--- src/rtl/alu_result_serializer.sv ---
// ---------------------------------------------------------------------------
// alu_result_serializer
//
// Takes 16-bit ALU results (for example the shift unit's shift_out/shift_flag
// pair) and sends them toward the byte-wide UART TX FIFO.
//   - A result is captured on the rising edge of res_valid.
//   - It is sent as two bytes, low byte first.
//   - Each byte waits while fifo_full is high.
//   - A result that cannot be accepted is dropped and sets a sticky overrun
//     flag.
//
// Optional feature (compile-time macro ALU_SER_PENDING_EN):
//   A one-entry pending buffer holds one extra result that arrives while a
//   transfer is in progress. Without the macro there is no pending storage,
//   and any capture outside IDLE or a high-byte write edge is dropped.
//
// Parameters:
//   RES_WIDTH  - ALU result width; must equal 2 * BYTE_WIDTH.
//   BYTE_WIDTH - FIFO/UART data width.
//
// Ports:
//   clk        - clock.
//   rst        - asynchronous, active-low reset.
//   res_in     - ALU result; sampled only when a result is captured.
//   res_valid  - ALU result flag (level); its rising edge captures res_in.
//   fifo_full  - TX FIFO full; no byte is written while it is high.
//   ovr_clr    - clears overrun. A drop in the same cycle takes priority.
//   byte_out   - byte presented to the FIFO; 0 when idle.
//   byte_valid - FIFO write strobe; one write per clock edge while high.
//   busy       - a result is held, either being sent or pending.
//   overrun    - sticky; at least one result was dropped.
// ---------------------------------------------------------------------------
module alu_result_serializer #(
  parameter int RES_WIDTH  = 16,
  parameter int BYTE_WIDTH = 8
) (
  input  logic                  clk,
  input  logic                  rst,
  input  logic [RES_WIDTH-1:0]  res_in,
  input  logic                  res_valid,
  input  logic                  fifo_full,
  input  logic                  ovr_clr,
  output logic [BYTE_WIDTH-1:0] byte_out,
  output logic                  byte_valid,
  output logic                  busy,
  output logic                  overrun
);

  typedef enum logic [1:0] {
    IDLE    = 2'd0,
    SEND_LO = 2'd1,
    SEND_HI = 2'd2
  } state_t;

  state_t               state;
  logic [RES_WIDTH-1:0] wrk;
  logic [RES_WIDTH-1:0] pend;
  logic                 pend_v;
  logic                 res_valid_d;

  logic cap;      // rising edge of res_valid
  logic hi_done;  // high byte is written at this edge
  logic drop;     // the captured result has no place to go

  // res_valid_d resets to 0. A level held high across reset release
  // therefore produces exactly one capture.
  assign cap     = res_valid & ~res_valid_d;
  assign hi_done = (state == SEND_HI) & byte_valid;
  assign busy    = (state != IDLE) | pend_v;

  // The strobe is combinational, so a write sees the current fifo_full.
  // The FIFO must raise full in the cycle after the write that fills it.
  assign byte_valid = (state != IDLE) & ~fifo_full;

  // NOTE: every output of an always_comb is given a default first. Without
  // it, a path that skips the assignment infers a latch.
  always_comb begin
    byte_out = '0;
    case (state)
      SEND_LO: byte_out = wrk[BYTE_WIDTH-1:0];
      SEND_HI: byte_out = wrk[RES_WIDTH-1:BYTE_WIDTH];
      default: byte_out = '0;
    endcase
  end

`ifdef ALU_SER_PENDING_EN
  // A capture outside IDLE that is not taken at a high-byte write edge goes
  // to the pending entry if it is free. Otherwise the capture is lost.
  assign drop = cap & (state != IDLE) & ~hi_done & pend_v;

  always_ff @(posedge clk or negedge rst) begin
    if (!rst) begin
      pend   <= '0;
      pend_v <= 1'b0;
    end else if (hi_done && pend_v) begin
      // The pending result moves to wrk (see the FSM). A capture at the
      // same edge refills the pending entry, so nothing is dropped.
      if (cap) begin
        pend <= res_in;
      end else begin
        pend_v <= 1'b0;
      end
    end else if (cap && (state != IDLE) && !hi_done && !pend_v) begin
      pend   <= res_in;
      pend_v <= 1'b1;
    end
  end
`else
  assign pend   = '0;
  assign pend_v = 1'b0;
  assign drop   = cap & (state != IDLE) & ~hi_done;
`endif

  // Single FSM register block. The working register wrk is reset as well,
  // so byte_out is fully defined from reset.
  always_ff @(posedge clk or negedge rst) begin
    if (!rst) begin
      state       <= IDLE;
      wrk         <= '0;
      res_valid_d <= 1'b0;
    end else begin
      // NOTE: registered state uses non-blocking assignments. All blocks
      // then read the values from before the edge, which avoids ordering
      // races between blocks.
      res_valid_d <= res_valid;
      case (state)
        IDLE: begin
          if (cap) begin
            wrk   <= res_in;
            state <= SEND_LO;
          end
        end
        SEND_LO: begin
          if (byte_valid) begin
            state <= SEND_HI;
          end
        end
        SEND_HI: begin
          if (byte_valid) begin
            // Priority at the write edge: pending entry, then a fresh
            // capture, then IDLE. Either load gives back-to-back results
            // with no idle cycle.
            if (pend_v) begin
              wrk   <= pend;
              state <= SEND_LO;
            end else if (cap) begin
              wrk   <= res_in;
              state <= SEND_LO;
            end else begin
              state <= IDLE;
            end
          end
        end
        default: state <= IDLE;
      endcase
    end
  end

  // A drop in the same cycle wins over a clear request.
  always_ff @(posedge clk or negedge rst) begin
    if (!rst) begin
      overrun <= 1'b0;
    end else if (drop) begin
      overrun <= 1'b1;
    end else if (ovr_clr) begin
      overrun <= 1'b0;
    end
  end

endmodule

--- config.mk ---
export PLATFORM = sky130hd
export DESIGN_NAME = alu_result_serializer
export DESIGN_NICKNAME = d
export VERILOG_FILES = /design/src/rtl/alu_result_serializer.sv
export SDC_FILE = /design/constraint.sdc
export NUM_CORES = 1
export LEC_CHECK = 0
export BUFFER_PORTS_ARGS = -buffer_cell sky130_fd_sc_hd__buf_2
export CAP_MARGIN = 20
export CORE_AREA = 2 2 48 50
export DETAILED_ROUTE_END_ITERATION = 16
export DIE_AREA = 0 0 50 52
export GPL_TIMING_DRIVEN = 0
export HOLD_SLACK_MARGIN = 0.1
export PLACE_DENSITY = 0.81
export SYNTH_ARGS = -nofsm -noshare
export SYNTH_HDL_FRONTEND = slang
export SYNTH_SLANG_ARGS = --single-unit
--- constraint.sdc ---
create_clock -name clk -period 6 [get_ports clk]
set_clock_uncertainty 0.1 [all_clocks]
set_input_delay 0.3 -clock clk [delete_from_list [all_inputs] [get_ports clk]]
set_output_delay 0.3 -clock clk [all_outputs]
set_load 0.01 [all_outputs]
==> results of run 1 <==
-- stage by stage --
step	instance area (um2)	cells	hold slack, ps	utilization (%)	setup slack, ps
2_1_floorplan	1045	78	-95.59	-	4128
3_3_place_gp	1235	137	165.2	58.65	3981
3_5_place_dp	1235	137	176.1	58.65	3907
4_1_cts	1301	144	118.0	61.79	3897
5_1_grt	1301	144	106.4	61.79	3787
6_report	1301	144	119.3	61.79	3900
-- worst paths after layout --
kind	from	to	slack, ps	depth (start not counted)
setup reg to reg	state[0]$_DFFE_PN0P_	wrk[3]$_DFFE_PN0P_	3900	6
hold / removal	res_in[8]	wrk[8]$_DFFE_PN0P_	120	2
min in group asynchronous	rst	overrun$_DFFE_PN0P_	370	2
max in group asynchronous	rst	wrk[12]$_DFFE_PN0P_	5120	2
setup / recovery	state[0]$_DFFE_PN0P_	wrk[3]$_DFFE_PN0P_	3900	6
hold reg to reg	wrk[0]$_DFFE_PN0P_	wrk[0]$_DFFE_PN0P_	420	1
-- area by class of cell --
class	instances	area, um2	share of cell area, %
multi-input combinational	50	504.2	38.75
buffer	3	21.27	1.635
sequential	20	500.5	38.46
tap	28	35.03	2.692
inverter	5	18.77	1.442
timing repair buffer	34	185.2	14.23
clock buffer	4	36.28	2.788
-- layout by cell type, fill, tap and decap left out, types with 2 or more instances in the layout --
cell type       n
a22oi_1         8
dlygate4sd3_1   3
buf_2          33
nor2_1          2
mux2_2          7
nor2b_1         8
clkbuf_4        3
dfrtp_1        20
inv_1           5
ha_1            5
mux2_4         10
-- sequential cells by signal, indices dropped and copies added (netlist names) --
| register | count |
|---|---|
| overrun | 1 |
| res_valid_d | 1 |
| state | 2 |
| wrk | 16 |
-- metal layers --
metal,vias up,track usage (%),wire length (um)
met5,-,0,0
met4,0,8.333,31
met3,4,2.586,92
met2,32,28.29,937
met1,358,23.11,930
li1,351,-,-
-- power groups by stage --
| stage | sequential [mW] | clock, mW | combinational [mW] |
|---|---|---|---|
| floorplan | 0.228 | 0 | 0.209 |
| global placement | 0.233 | 0 | 0.266 |
| detailed placement | 0.238 | 0 | 0.275 |
| CTS | 0.236 | 0.0793 | 0.277 |
| global route | 0.244 | 0.0858 | 0.299 |
| finish | 0.236 | 0.0790 | 0.273 |
-- logic make-up (layout without fill, tap and decap cells) --
family          count (synthesis)  in the layout
compound gates                 14             14
fa+ha+maj                       5              5
buf+inv                         8             46
flops                          20             20
mux                            17             17
simple gates                   14             14
-- worst max-delay path, cell delays in order, from the launching register on --
cell,delay (ps)
dfrtp_1,460
inv_1,100
ha_1,300
and2b_2,250
o21bai_4,250
buf_6,230
mux2_4,310
-- timing repair --
action                    in CTS  in global routing
hold buffers                   3                  0
buffers inserted               0                  0
hold endpoints to repair      22                  0
==> metrics.md, run 1 <==
| Metric | Value |
|---|---|
| Rel. slew slack | `70.08%` |
| Setup CP Type | `reg2reg` |
| Status | `completed` |
| Io pins | `32` |
| Worst hold path type | `in2reg` |
| Worst setup SP type | `flop` |
| Switching pwr | `196.6 uW` |
| H-tree levels | `1` |
| Top post-synthesis cells by count | `dfrtp_1, mux2_4, a22oi_1, nor2b_1, mux2_2` |
| GRT overflow | `0` |
| Worst-skew pair later-pin latency | `300 ps` |
| Post-DR wirelength/cell | `13.83 um` |
| Antenna viol nets, final | `0` |
| Multiplexer share of the synthesized area | `21.92%` |
| Initial antenna violation count | `0` |
| Via Count | `745` |
| Dpl hpwl | `1431 um` |
| Post-Synth XOR/XNOR Area | `0%` |
| Vias in the first global route | `762` |
| Max Freq | `0.4762 GHz` |
| Synth top area share | `47.90%` |
| Area Growth Syn to Fin | `24.55%` |
| Post-Syn Nets | `104` |
| # rows | `17` |
| Sink Count | `20` |
| First-pass GRT wire length | `3360 um` |
| Die H | `52 um` |
| Synth cell types | `20` |
| Max-Cap Viols | `0` |
| Req. time, crit path | `6100 ps` |
| Die W | `50 um` |
| Post-synth EDFFs | `0` |
| Post-synthesis adder-cell area fraction | `5.988%` |
| # port buffers | `31` |
| Overall Power | `587.6 uW` |
| Total GRT Usage | `17.53%` |
| TNS Setup | `0 ps` |
| Critical path arrival | `2200 ps` |
| Final setup fails | `0` |
| Sequential area share after synthesis | `47.90%` |
| DRC Markers | `0` |
| Async set or reset register ratio after synthesis | `100.0%` |
| N_diodes | `0` |
| Period utilization | `35.00%` |
| Pwr/cell area | `451.5 nW/um2` |
| Iteration-0 DRC Markers | `5` |
| Nets@finish | `143` |
| Largest net degree at the start of global routing | `21` |
| Initial core utilization | `49.61%` |
| Routed wire length | `1992 um` |
| Maximum clock path buffer count | `2` |
| Post-synthesis compound-gate area fraction | `11.50%` |
| CTS tree | `built` |
| Worst VDD drop | `0.2595 mV` |
| Sw Ratio | `33.46%` |
| Vias per inst | `5.174` |
| Hold Vio Cnt, Final | `0` |
| TritonRoute pass-1 iters | `4` |
| Largest area contributor in the netlist | `dfrtp_1` |
| Fill cell count | `170` |
| Die area | `2600 um2` |
| Worst slew pin tran | `448.8 ps` |
| Clock power frac | `13.4%` |
| Leakage | `0.6620 nW` |
| Share of layout cells above drive strength 1 | `51.72%` |
| Final Slew Violations | `0` |
| Synth top area cells | `dfrtp_1, mux2_4, mux2_2, ha_1, a22oi_1` |
| Synthesized flop and latch total | `20` |
| Gp weighted congestion | `0.7176` |
| CTS buffer count | `3` |
| Combinational power share | `46.4%` |
| RSZ-0062 raised after global routing | `no` |
| Crit path max fanout | `10` |
| Mapped cell area | `1045 um2` |
| Synth Area in Simple Gates | `8.862%` |
| Largest family of logic cells by synthesized area | `multiplexers` |
| CTS root buffer | `clkbuf_4` |
| Most frequent cell after synthesis | `dfrtp_1` |
| Yosys Warn Count | `0` |
| Post-Syn Instances | `78` |
| Crit path time final | `2100 ps` |
| Internal power | `391.0 uW` |
| Resize count post-CTS | `0` |
| Part of the power in registers | `40.1%` |
| CP Capture Type | `flop` |
| Ys flop type | `dfrtp_1` |
| Worst-path clk slew | `120 ps` |
| Synth Area per Inst | `13.39 um2` |
| Core Box Area | `2106 um2` |
No activity file was read; power rests on OpenSTA's default activity.
==> run 2, diff against run 1 <==
Settings changed: ABC_AREA set to 1, CORE_AREA 2 2 48 50 to 2 2 52 54, DIE_AREA 0 0 50 52 to 0 0 54 56, PLACE_DENSITY 0.81 to 0.73.
Clock period 6 ns to 1.9 ns, I/O delays scaled along.
==> run 2 against run 1 <==
  * Flip-flop and latch count is the same
  * Clock-buffer cell count is the same
  * Non-clock buffer count grew 19
  * Combinational power grew to 2.8 times the previous value
  * Critical endpoint is now byte_out[3]
  * Final cell count grew 51%
  * Highest routed layer unchanged
  * Wire length grew 31%
  * Register-to-register slack lost 3700 ps
  * First-iteration DRC count grew 40%
  * Synthesized cell count grew 71%
  * Final area grew 14%
==> metrics.md, run 2 <==
| Metric | Value |
|---|---|
| RSZ-0062 raised after global routing | `no` |
| Share of layout cells above drive strength 1 | `25.00% (-27 points)` |
| Initial core utilization | `43.11% (-6.5 points)` |
| Crit path time final | `1786 ps` |
| Final core utilization | `61.21% (-0.58 points)` |
| Most frequent cells in the layout | `nand2_1, buf_2, dlygate4sd3_1, dfrtp_1, nand3_1` |
| Pwr/cell area | `1171 nW/um2 (+160%)` |
| Hold Vio Cnt, Final | `0 (unchanged)` |
| Synth top area share | `47.73% (-0.17 points)` |
| Number of flip-flops in the largest register | `16 (unchanged)` |
| Initial antenna violation count | `0 (unchanged)` |
| TNS Setup | `0 ps (unchanged)` |
| Critical path arrival | `1590 ps (-610 ps)` |
| Io pins | `32 (unchanged)` |
| Die area | `3024 um2 (+16%)` |
| Biggest regs | `wrk (16), state (2)` |
| Worst hold path type | `in2async` |
| Worst slew pin tran | `442.1 ps (-6.736 ps)` |
| Worst-path clk slew | `120 ps (about the same)` |
| Final Slew Violations | `0 (unchanged)` |
| Delay-heaviest family, CP | `buffers and inverters` |
| Yosys Warn Count | `0 (unchanged)` |
| Mapped cell area | `1049 um2 (+0.36%)` |
| Rel. slew slack | `70.53% (+0.45 points)` |
| Sequential area share after synthesis | `47.73% (-0.17 points)` |
| Synthesized flop and latch total | `20 (unchanged)` |
| Top post-synthesis cells by count | `nand2_1, dfrtp_1, nand3_1, inv_1, a21oi_1` |
| Leakage | `0.8148 nW (+23%)` |
| Crit path buf inv count | `3 (+1)` |
| GRT overflow | `0 (unchanged)` |
| Crit path max fanout | `10 (unchanged)` |
| Final setup fails | `0 (unchanged)` |
| First-pass GRT wire length | `4395 um (+31%)` |
| Core Box Area | `2432 um2 (+16%)` |
| DRC Markers | `0 (unchanged)` |
| CTS tree | `built` |
| Die W | `54 um (+8.0%)` |
| Crit path depth | `6 (unchanged)` |
| Crit-path cells | `inv_1 -> ha_2 -> buf_4 -> nand2_1 -> a21oi_1 -> buf_2` |
| CP peak stage delay | `420 ps (-40 ps)` |
| Routed wire length | `2600 um (+31%)` |
| Maximum clock path buffer count | `2 (unchanged)` |
| TritonRoute pass-1 iters | `6 (+2)` |
| Crit-path slowest cell | `dfrtp_1` |
| Post-DR wirelength/cell | `11.93 um (-14%)` |
| FF-to-FF path depth | `9 (+3)` |
| Synth cell types | `16 (-20%)` |
| Worst VDD drop | `0.6656 mV (+160%)` |
| N_diodes | `0 (unchanged)` |
| Post-synth EDFFs | `0 (unchanged)` |
| Req. time, crit path | `1700 ps (-4400 ps)` |
| Max Freq | `0.5599 GHz` |
| Most frequent cell after synthesis | `nand2_1` |
| Nets@finish | `215 (+50%)` |
| Largest area contributor in the netlist | `dfrtp_1` |
| Post-Syn Instances | `133 (+71%)` |
| Die H | `56 um (+7.7%)` |
| Via Count | `1,045 (+40%)` |
| Ys flop type | `dfrtp_1` |
| Area Growth Syn to Fin | `42.00%` |
| Post-Syn Nets | `159 (+53%)` |
| # port buffers | `31 (unchanged)` |
| Iteration-0 DRC Markers | `7 (+2)` |
| Async set or reset register ratio after synthesis | `100.0% (unchanged)` |
| CTS buffer count | `3 (unchanged)` |
| Sink Count | `20 (unchanged)` |
| Dpl hpwl | `1723 um (+20%)` |
| Largest net degree at the start of global routing | `21 (unchanged)` |
| H-tree levels | `1 (unchanged)` |
| Worst setup SP type | `flop` |
| # rows | `18 (+1)` |
| CTS root buffer | `clkbuf_4` |
| Total GRT Usage | `19.67% (+2.1 points)` |
| Largest reg by FF count | `wrk` |
| Vias per inst | `4.794 (-7.3%)` |
| Setup CP Type | `reg2out` |
| Synth top area cells | `dfrtp_1, nand2_1, nand3_1, ha_1, inv_1` |
| Max-Cap Viols | `0 (unchanged)` |
| Status | `completed` |
| Commonest non-fill, non-tap cell in the layout | `nand2_1` |
| Synth Area per Inst | `7.884 um2 (-41%)` |
| Vias in the first global route | `1,090 (+43%)` |
| Period utilization | `94.00%` |
| Antenna viol nets, final | `0 (unchanged)` |
| Worst-skew pair later-pin latency | `310 ps (about the same)` |
| Gp weighted congestion | `0.7740 (+7.9%)` |
| CP Capture Type | `output pin` |
run 2: timing repair:
item / CTS / global route
pin swaps: 0 / 0
hold buffers: 20 / 0
endpoints found under the setup margin: 7 / 8
gates resized for setup: 0 / 4
hold endpoints to repair: 38 / 0
buffers inserted: 0 / 1
cloned: 0 / 0
run 2: area by class of cell:
| class | instances | area [um2] |
|---|---|---|
| Buffer | 4 | 31.28 |
| Inverter | 11 | 41.29 |
| Clock buffer | 4 | 36.28 |
| Fill cell | 228 | 943.4 |
| Sequential cell | 20 | 500.5 |
| Tap cell | 30 | 37.54 |
| Multi-Input combinational cell | 97 | 479.2 |
| Timing Repair Buffer | 52 | 362.8 |
run 2: metrics by stage:
step | cell area, um2 | hold slack [ps] | worst slack (ps) | power, mW | instances
after floorplan | 1049 | -300.6 | 346.7 | 1.214 | 133
after global placement | 1241 | -36.60 | 283.5 | 1.403 | 194
after detailed placement | 1241 | -29.73 | 206.6 | 1.446 | 194
after CTS | 1474 | 170.1 | 14.74 | 1.723 | 217
after global routing | 1489 | 189.2 | 4.415 | 1.903 | 218
final | 1489 | 150.5 | 114.0 | 1.744 | 218
run 2: worst register-to-register path: stages, from the launching register on:
cell and delay, ps:
dfrtp_1 420, inv_1 100, ha_1 230, inv_1 120, nand2_2 80, nand2_2 180
nand2_4 110, buf_6 150, nand2_1 50, nand2_1 50
run 2: layer usage:
layer / part of all wire (%) / global-route usage, % / vias up
li1: - / - / 524
met1: 45 / 23.51 / 484
met2: 49 / 34.67 / 33
met3: 4.7 / 2.688 / 4
met4: 1.5 / 6.786 / 0
met5: 0 / 0 / -
run 2: kinds of logic after synthesis:
| logic type | count (synthesis) | share of synthesized area (%) |
|---|---|---|
| simple gates | 83 | 34.96 |
| flops | 20 | 47.73 |
| buf+inv | 16 | 7.040 |
| compound gates | 9 | 4.296 |
| fa+ha+maj | 5 | 5.967 |
run 2: path summary, 6_finish.rpt:
| check | startpoint | slack, ps | to |
|---|---|---|---|
| max | state[0]$_DFFE_PN0P_ | 110 | byte_out[3] |
| min | rst | 150 | wrk[5]$_DFFE_PN0P_ |
| max reg2reg | state[1]$_DFFE_PN0P_ | 210 | wrk[9]$_DFFE_PN0P_ |
| min reg2reg | wrk[8]$_DFFE_PN0P_ | 390 | wrk[8]$_DFFE_PN0P_ |
| max in group asynchronous | rst | 1240 | wrk[9]$_DFFE_PN0P_ |
| min in group clk | res_valid | 360 | res_valid_d$_DFF_PN0_ |
run 2: power breakdown:
group	internal [mW]	switching (mW)
clock network	0.117	0.136
logic	0.300	0.472
registers	0.607	0.112
